<file path="config.mk">
export PLATFORM = sky130hd
export DESIGN_NAME = spi_slave_regfile
export DESIGN_NICKNAME = d
export VERILOG_FILES = /design/src/rtl/spi_slave_regfile.sv
export SDC_FILE = /design/constraint.sdc
export NUM_CORES = 1
export LEC_CHECK = 0
export CORE_MARGIN = 3
export CORE_UTILIZATION = 25
export CTS_CLUSTER_DIAMETER = 50
export DETAILED_ROUTE_END_ITERATION = 8
export PLACE_DENSITY = 0.5
export SYNTH_ARGS = -nofsm -noshare
export SYNTH_HDL_FRONTEND = slang
export SYNTH_SLANG_ARGS = --single-unit
</file>
<file path="constraint.sdc">
create_clock -name sclk -period 3.4 [get_ports sclk]
set_clock_uncertainty 0.05 [all_clocks]
set_input_delay 1.02 -clock sclk [delete_from_list [all_inputs] [get_ports sclk]]
set_output_delay 1.02 -clock sclk [all_outputs]
set_load 0.05 [all_outputs]
</file>
<file path="src/rtl/spi_slave_regfile.sv">
// SPI mode-0 slave with a byte-wide register file. All SPI pins are oversampled in the
// system clock domain; byte 0 is the command (bit7 = read), then auto-incrementing data bytes.
module spi_slave_regfile #(
  parameter int unsigned ADDR_W      = 4,
  parameter int unsigned SYNC_STAGES = 2
) (
  input  logic              sclk,
  input  logic              rst,
  input  logic              SPI_SCLK,
  input  logic              SPI_CSN,
  input  logic              SPI_MOSI,
  output logic              SPI_MISO,
  output logic              reg_wr_en,
  output logic [ADDR_W-1:0] reg_wr_addr,
  output logic [7:0]        reg_wr_data,
  input  logic [ADDR_W-1:0] host_rd_addr,
  output logic [7:0]        host_rd_data,
  output logic              frame_done,
  output logic              err_short,
  output logic              busy
);

  localparam int unsigned DEPTH = 1 << ADDR_W;

  typedef enum logic [1:0] {IDLE, CMD, WR, RD} state_t;

  state_t                  state;
  logic [SYNC_STAGES-1:0]  sclk_sync;
  logic [SYNC_STAGES-1:0]  csn_sync;
  logic [SYNC_STAGES-1:0]  mosi_sync;
  logic                    sclk_q;
  logic                    csn_q;
  logic                    mosi_q;
  logic [2:0]              bit_cnt;
  logic [6:0]              rx_shift;
  logic [7:0]              tx_shift;
  logic [ADDR_W-1:0]       addr;
  logic [7:0]              regs [DEPTH];

  logic                    sclk_s;
  logic                    csn_s;
  logic                    sclk_rise;
  logic                    sclk_fall;
  logic                    csn_rise;
  logic                    csn_fall;
  logic                    byte_done;
  logic [7:0]              rx_byte;

  // Edge detection on the synchronized pins; MOSI is taken from its edge-detect flop.
  assign sclk_s    = sclk_sync[SYNC_STAGES-1];
  assign csn_s     = csn_sync[SYNC_STAGES-1];
  assign sclk_rise = sclk_s & ~sclk_q;
  assign sclk_fall = ~sclk_s & sclk_q;
  assign csn_rise  = csn_s & ~csn_q;
  assign csn_fall  = ~csn_s & csn_q;
  assign rx_byte   = {rx_shift, mosi_q};
  assign byte_done = sclk_rise && (bit_cnt == 3'd7);

  assign SPI_MISO     = tx_shift[7];
  assign host_rd_data = regs[host_rd_addr];

  always_ff @(posedge sclk) begin
    if (rst) begin
      sclk_sync   <= '0;
      csn_sync    <= '0;
      mosi_sync   <= '0;
      sclk_q      <= 1'b0;
      csn_q       <= 1'b0;
      mosi_q      <= 1'b0;
      state       <= IDLE;
      busy        <= 1'b0;
      bit_cnt     <= '0;
      rx_shift    <= '0;
      tx_shift    <= '0;
      addr        <= '0;
      reg_wr_en   <= 1'b0;
      reg_wr_addr <= '0;
      reg_wr_data <= '0;
      frame_done  <= 1'b0;
      err_short   <= 1'b0;
      for (int unsigned i = 0; i < DEPTH; i++) regs[i] <= '0;
    end else begin
      sclk_sync <= {sclk_sync[SYNC_STAGES-2:0], SPI_SCLK};
      csn_sync  <= {csn_sync[SYNC_STAGES-2:0], SPI_CSN};
      mosi_sync <= {mosi_sync[SYNC_STAGES-2:0], SPI_MOSI};
      sclk_q    <= sclk_s;
      csn_q     <= csn_s;
      mosi_q    <= mosi_sync[SYNC_STAGES-1];

      reg_wr_en  <= 1'b0;
      frame_done <= 1'b0;
      err_short  <= 1'b0;

      if (csn_rise) begin
        // End of frame from any state; a partial byte is dropped and flagged.
        state    <= IDLE;
        busy     <= 1'b0;
        bit_cnt  <= '0;
        rx_shift <= '0;
        tx_shift <= '0;
        if (bit_cnt != 3'd0) err_short <= 1'b1;
        else if (state == WR || state == RD) frame_done <= 1'b1;
      end else if (state == IDLE) begin
        if (csn_fall) begin
          state    <= CMD;
          busy     <= 1'b1;
          bit_cnt  <= '0;
          rx_shift <= '0;
        end
      end else begin
        if (sclk_rise) begin
          bit_cnt  <= bit_cnt + 3'd1;
          rx_shift <= rx_byte[6:0];
        end
        if (byte_done) begin
          case (state)
            CMD: begin
              addr <= rx_byte[ADDR_W-1:0];
              if (rx_byte[7]) begin
                state    <= RD;
                tx_shift <= regs[rx_byte[ADDR_W-1:0]];
              end else begin
                state <= WR;
              end
            end
            WR: begin
              reg_wr_en     <= 1'b1;
              reg_wr_addr   <= addr;
              reg_wr_data   <= rx_byte;
              regs[addr]    <= rx_byte;
              addr          <= addr + ADDR_W'(1);
            end
            RD: begin
              tx_shift <= regs[addr + ADDR_W'(1)];
              addr     <= addr + ADDR_W'(1);
            end
            default: ;
          endcase
        end else if (state == RD && sclk_fall && bit_cnt != 3'd0) begin
          // The fall right after a reload keeps bit7 on the pin for the master's next rise.
          tx_shift <= {tx_shift[6:0], 1'b0};
        end
      end
    end
  end

endmodule
</file>
==> impl_metrics.tcl, run 1 <==
set metrics [dict create \
    place_inst 1299 \
    drive_above_1_share_pct 28.8 \
    top_usage_layer "met2" \
    mostFrequentLayoutCell "and2_1" \
    tightest_slew_ns 0.862 \
    layout_common_cells "132 x and2_1, 128 x edfxtp_1, 97 x mux4_2, 54 x nand2_1, 46 x dfxtp_1" \
    wirelength_um 29500 \
    tritoncts "built" \
    yosysWarnings 0 \
    power_frac_seq_pct 51.0 \
    cts.clk_slew.worst_paths_ns 0.07 \
    synth_top_family_by_area "multiplexers" \
    dieArea_um2 42400 \
    io_pins 34 \
    muxShareOfSynthArea_pct 26.0 \
    drc_errors 0 \
    synth_compound_area_share_pct 4.54 \
    cts_root_buf "clkbuf_16" \
    critPathCapture "host_rd_data[6]" \
    hold_depth 1 \
    worst_setup_path_end_kind "output pin" \
    synth.distinct_cells 48 \
    relSlewSlack_pct 42.4 \
    clock_sinks 177 \
    synth_nets 777 \
    fin_cells 1338 \
    peakVddDrop_v 0.000314 \
    drt.antenna.violating_nets 0 \
    rows 72 \
    r2r_end "regs[2][0]" \
    vias 6510 \
    syn2layout_area_growth_pct 19.1 \
    synthSimpleGateAreaFrac_pct 17.0 \
    avgSynthCellArea_um2 13.1 \
    rsz0062_at_grt "yes" \
    grt_use_met1_pct 19.0 \
    final_nets 823 \
    synth_edf_count 128 \
    r2r_cells 5 \
    synth_ff_type "edfxtp_1" \
    synth_top_cell_by_area "edfxtp_1" \
    synth-seq-cells 177 \
    violations "setup timing" \
    whs_ns 0.387 \
    grt_use_total_pct 14.1 \
    cp_data_required_time_ns 2.33 \
    max_clock_freq_mhz 279 \
    coreArea_um2 39100 \
    drt_iter0_markers 588 \
    p_sw_mw 1.19 \
    tns_ns -1.21 \
    yosys.area.top_type_share_pct 38.4 \
    r2r-start "state[1]" \
    worstPathArrival_ns 2.52 \
    hold_viol 0 \
    grt_overflow 0 \
    seq_area_frac_synth_pct 48.3 \
    p_int_mw 3.68 \
    path_class "primary input to output pin" \
    netSwitchingFraction_pct 24.3 \
    hp-class "flop to flop" \
    grt_start_max_net_pins 44 \
    start_kind "primary input" \
    diodes 0 \
    setup_ws_ns -0.190 \
    r2r_slack_ns 0.80 \
    grt_pass1_wl_um 43900 \
    htree_levels 4 \
    grt_util_met2_pct 23.5 \
    slew_violations 0 \
    die_x_um 206 \
    netlist_area_um2 10000 \
    min_period_ns 3.59 \
    die_y_um 206 \
    synth-xor-area-share_pct 0.350 \
    grt_pass1_vias 6653 \
    synth_area_leaders "edfxtp_1 38%, mux4_2 22%, dfxtp_1 9.8%" \
    period_share_pct 106 \
    cts_buffers 17 \
    power.density_nw_per_um2 409 \
    syn_inst 761 \
    p_leak_nw 3.92 \
    clk_latency_ns 0.43 \
    worstPathMaxFanout 6 \
    startpoint "host_rd_addr[1]" \
    p_clk_share_pct 40.0 \
    async_flop_share_pct 0 \
    vias_per_cell 4.87 \
    initial_core_util_pct 25.6 \
    status "finished, violations left" \
    grtUsageMet3_pct 2.17 \
    comb_power_share_pct 9.1 \
    max-cap-violations 0 \
    setup_violations 8 \
    firstDrtPassIters 5 \
    synth_fa_ha_area_share_pct 0.876 \
    clk_path_buf_depth 2 \
    antenna_found_initial 0 \
    wire_per_inst_um 22.0 \
    portBuffers 33 \
    gp_congestion 0.854 \
    dp_hpwl_um 22500 \
]
==> power by group through the flow <==
stage	Clock [mW]	Sequential (mW)	Combinational (mW)
3_5_place_dp	0	2.53	0.402
5_1_grt	2.07	2.49	0.469
4_1_cts	2.00	2.48	0.431
3_3_place_gp	0	2.53	0.399
2_1_floorplan	0	2.47	0.302
6_report	1.95	2.48	0.442
==> cell type report <==
cell class	instances	area (um^2)
Timing Repair Buffer	87	958
Sequential cell	177	4830
Multi-Input combinational cell	519	4880
Clock buffer	21	493
Tap cell	518	648
Inverter	5	18.8
Fill cell	3921	27200
Clock inverter	11	86.3
==> registers in the layout, summed over array words and instances (netlist names) <==
name and count:
busy 1, err_short 1, reg_wr_en 1, frame_done 1
tx_shift 8, sclk_q 1, reg_wr_data 8, rx_shift 7
csn_sync 2, csn_q 1, state 2, sclk_sync 2
mosi_sync 2, mosi_q 1, reg_wr_addr 4, addr 4
bit_cnt 3, regs 128
==> metrics by stage <==
step / setup slack [ns] / area [um^2] / power [mW] / utilization (%)
2_1_floorplan: -0.0752 / 10100 / 2.78 / -
3_3_place_gp: -0.316 / 11100 / 2.93 / 28.4
3_5_place_dp: -0.309 / 11100 / 2.93 / 28.4
4_1_cts: -0.183 / 11800 / 4.91 / 30.2
5_1_grt: -0.207 / 11900 / 5.03 / 30.5
6_report: -0.190 / 11900 / 4.87 / 30.5
==> worst min path at each step <==
stage / slack, ns / from / to
2_1_floorplan: 0.36 / csn_sync[0] / csn_sync[1]
3_3_place_gp: 0.37 / csn_sync[0] / csn_sync[1]
3_5_place_dp: 0.37 / mosi_sync[1] / mosi_q
4_1_cts: 0.39 / mosi_sync[1] / mosi_q
5_1_grt: 0.41 / sclk_sync[0] / sclk_sync[1]
6_report: 0.39 / mosi_sync[1] / mosi_q
==> routing by layer <==
metal / wire, um / vias up / share of wire [%]
met3: 1120 / 38 / 3.8
met1: 13400 / 3339 / 45
met2: 14300 / 171 / 48
li1: - / 2962 / -
met4: 705 / 0 / 2.4
met5: 0 / - / 0
==> logic make-up (layout without fill, tap and decap cells) <==
logic type | after synthesis | after routing
AO/OA/AOI/OAI | 70 | 70
flip-flops | 177 | 177
adder cells (fa/ha/maj) | 7 | 7
buffers and inverters | 65 | 124
multiplexers | 137 | 137
AND/OR/NAND/NOR | 301 | 301
XOR/XNOR | 4 | 4
==> cells in the mapped netlist, drive strengths merged (9+ instances only) <==
master and n:
buf 26, o22ai 9, nand2 55, o21ai 12
nor2b 13, a21oi 20, edfxtp 128, nand3 13
mux2 11, and2 132, mux2i 29, nor2 41
clkbuf 34, dfxtp 49, or2 18, mux4 97
==> timing repair <==
| item | 4_1_cts | 5_1_grt |
|---|---|---|
| hold buffers | 0 | 0 |
| cloned | 2 | 2 |
| gates resized for setup | 18 | 7 |
| hold endpoints to repair | 0 | 0 |
| setup endpoints to repair | 8 | 8 |
| buffers inserted | 0 | 3 |
| pin swaps | 0 | 0 |
==> worst max-delay path, stage by stage <==
cell,delay [ns]
buf_12,0.12
buf_12,0.13
mux4_2,0.50
mux4_2,0.55
buf_8,0.18
Note: power is estimated with default switching activity, not from simulation.
==> run 2, diff against run 1 <==
MAX_ROUTING_LAYER = met4   (was default)
==> run 2 against run 1 <==
Effect of this change: the flow still finishes with violations (setup timing); non-clock buffer count did not move; register-to-register slack lost 0.02 ns; largest cell class unchanged; sequential share of layout area unchanged; global-route usage rose by 0.41 points; combinational power about the same; sequential power about the same; final area is the same; critical path depth stayed put; cell count did not move; first-iteration DRC count shrank 3.2%; hold slack gained 0.00059 ns.
==> impl_metrics.tcl, run 2 (synthesis results as in run 1) <==
set metrics [dict create \
    cts_buffers 17 \
    max_clock_freq_mhz 279 \
    r2r_cells 5 \
    slew_violations 0 \
    wire_per_inst_um 22.1 \
    clk_latency_ns 0.44 \
    peakVddDrop_v 0.000316 \
    dieArea_um2 42400 \
    vias 6537 \
    grtUsageMet3_pct 2.09 \
    tightest_slew_ns 0.895 \
    grt_use_met1_pct 19.0 \
    antenna_found_initial 0 \
    regMostFlops "regs" \
    dp_hpwl_um 22500 \
    hold_depth 1 \
    syn2layout_area_growth_pct 19.1 \
    min_period_ns 3.59 \
    grt_pass1_wl_um 43900 \
    final_nets 823 \
    violations "setup timing" \
    portBuffers 33 \
    grt_use_total_pct 14.5 \
    clk_path_buf_depth 2 \
    worstPathMaxFanout 6 \
    drt.antenna.violating_nets 0 \
    drive_above_1_share_pct 28.8 \
    worst_setup_path_end_kind "output pin" \
    min_from "mosi_sync[1]" \
    tritoncts "built" \
    vias_per_cell 4.89 \
    wirelength_um 29600 \
    hold_viol 0 \
    path_class "primary input to output pin" \
    period_share_pct 106 \
    drt_iter0_markers 569 \
    rsz0062_at_grt "yes" \
    grt_start_max_net_pins 44 \
    layout_common_cells "132 x and2_1, 128 x edfxtp_1, 97 x mux4_2, 54 x nand2_1, 46 x dfxtp_1" \
    relSlewSlack_pct 40.3 \
    top_usage_layer "met2" \
    setup_violations 8 \
    fin_cells 1338 \
    worstPathArrival_ns 2.52 \
    max-cap-violations 0 \
    coreArea_um2 39100 \
    placed_area_um2 11100 \
    dpl_worst_slack_ns -0.309 \
    r2r-start "state[1]" \
    r2r_slack_ns 0.78 \
    hp-class "flop to flop" \
    p_leak_nw 3.92 \
    status "finished, violations left" \
    place_inst 1299 \
    gp_congestion 0.869 \
    power.density_nw_per_um2 409 \
    fill_cells 3921 \
    grt_overflow 0 \
    setup_ws_ns -0.189 \
    die_y_um 206 \
    cts.clk_slew.worst_paths_ns 0.07 \
    die_x_um 206 \
    drc_errors 0 \
    initial_core_util_pct 25.6 \
    cts_root_buf "clkbuf_16" \
    grt_pass1_vias 6660 \
    diodes 0 \
    rows 72 \
    start_kind "primary input" \
    design_area_um2 11900 \
    reg.largest.list "regs: 128 flops, reg_wr_data: 8 flops, tx_shift: 8 flops" \
    largest_reg_flops 128 \
    min_to "mosi_q" \
    r2r_end "regs[0][0]" \
    grt_util_met2_pct 23.4 \
    clock_sinks 177 \
    htree_levels 4 \
    firstDrtPassIters 5 \
    mostFrequentLayoutCell "and2_1" \
    cp_data_required_time_ns 2.33 \
    io_pins 34 \
    whs_ns 0.388 \
    hold_buffers 0 \
]
## run 2: worst max path at each step
stage	start	endpoint	cells past startpoint
3_5_place_dp	host_rd_addr[1]	host_rd_data[3]	5
3_3_place_gp	host_rd_addr[1]	host_rd_data[3]	5
6_report	host_rd_addr[1]	host_rd_data[6]	5
5_1_grt	host_rd_addr[1]	host_rd_data[6]	5
2_1_floorplan	host_rd_addr[1]	host_rd_data[1]	4
4_1_cts	host_rd_addr[1]	host_rd_data[6]	5
## run 2: through the flow
step / TNS [ns] / total power [mW] / utilization (%)
floorplan: -0.522 / 2.78 / -
global placement: -2.08 / 2.93 / 28.4
detailed placement: -2.04 / 2.93 / 28.4
CTS: -1.26 / 4.91 / 30.2
global route: -1.46 / 5.03 / 30.5
finish: -1.21 / 4.87 / 30.5
## run 2: worst max-delay path, stage by stage
cell,delay [ns]
buf_12,0.12
buf_12,0.14
mux4_2,0.50
mux4_2,0.55
buf_8,0.18
## run 2: power by group
part,total (mW),internal (mW),switching (mW)
combinational,0.443,0.233,0.210
clock,1.95,1.06,0.887
sequential,2.48,2.39,0.0893
## run 2: area by class of cell
class	count	area (um^2)	area share (%)
Clock inverter	11	86.3	0.725
Timing Repair Buffer	87	958	8.05
Multi-Input combinational cell	519	4880	41.0
Clock buffer	21	493	4.14
Tap cell	518	648	5.44
Inverter	5	18.8	0.158
Sequential cell	177	4830	40.5
## run 2: metal layers
metal	part of all wire (%)	vias to the layer above
met5	0	-
met4	2.4	0
met3	4.4	38
met2	49	207
met1	45	3328
li1	-	2964
## run 2: repair_timing
| action | in CTS | in global routing |
|---|---|---|
| setup endpoints to repair | 8 | 8 |
| setup buffers | 0 | 3 |
| resized for setup | 18 | 7 |
| cloned | 2 | 2 |
| endpoints found under the hold margin | 0 | 0 |
==> run 3, diff against run 2 <==
GPL_ROUTABILITY_DRIVEN = 0   (was default)
==> results of run 3 <==
Same layout as run 2: the final DEF is identical, and so are final timing and power.
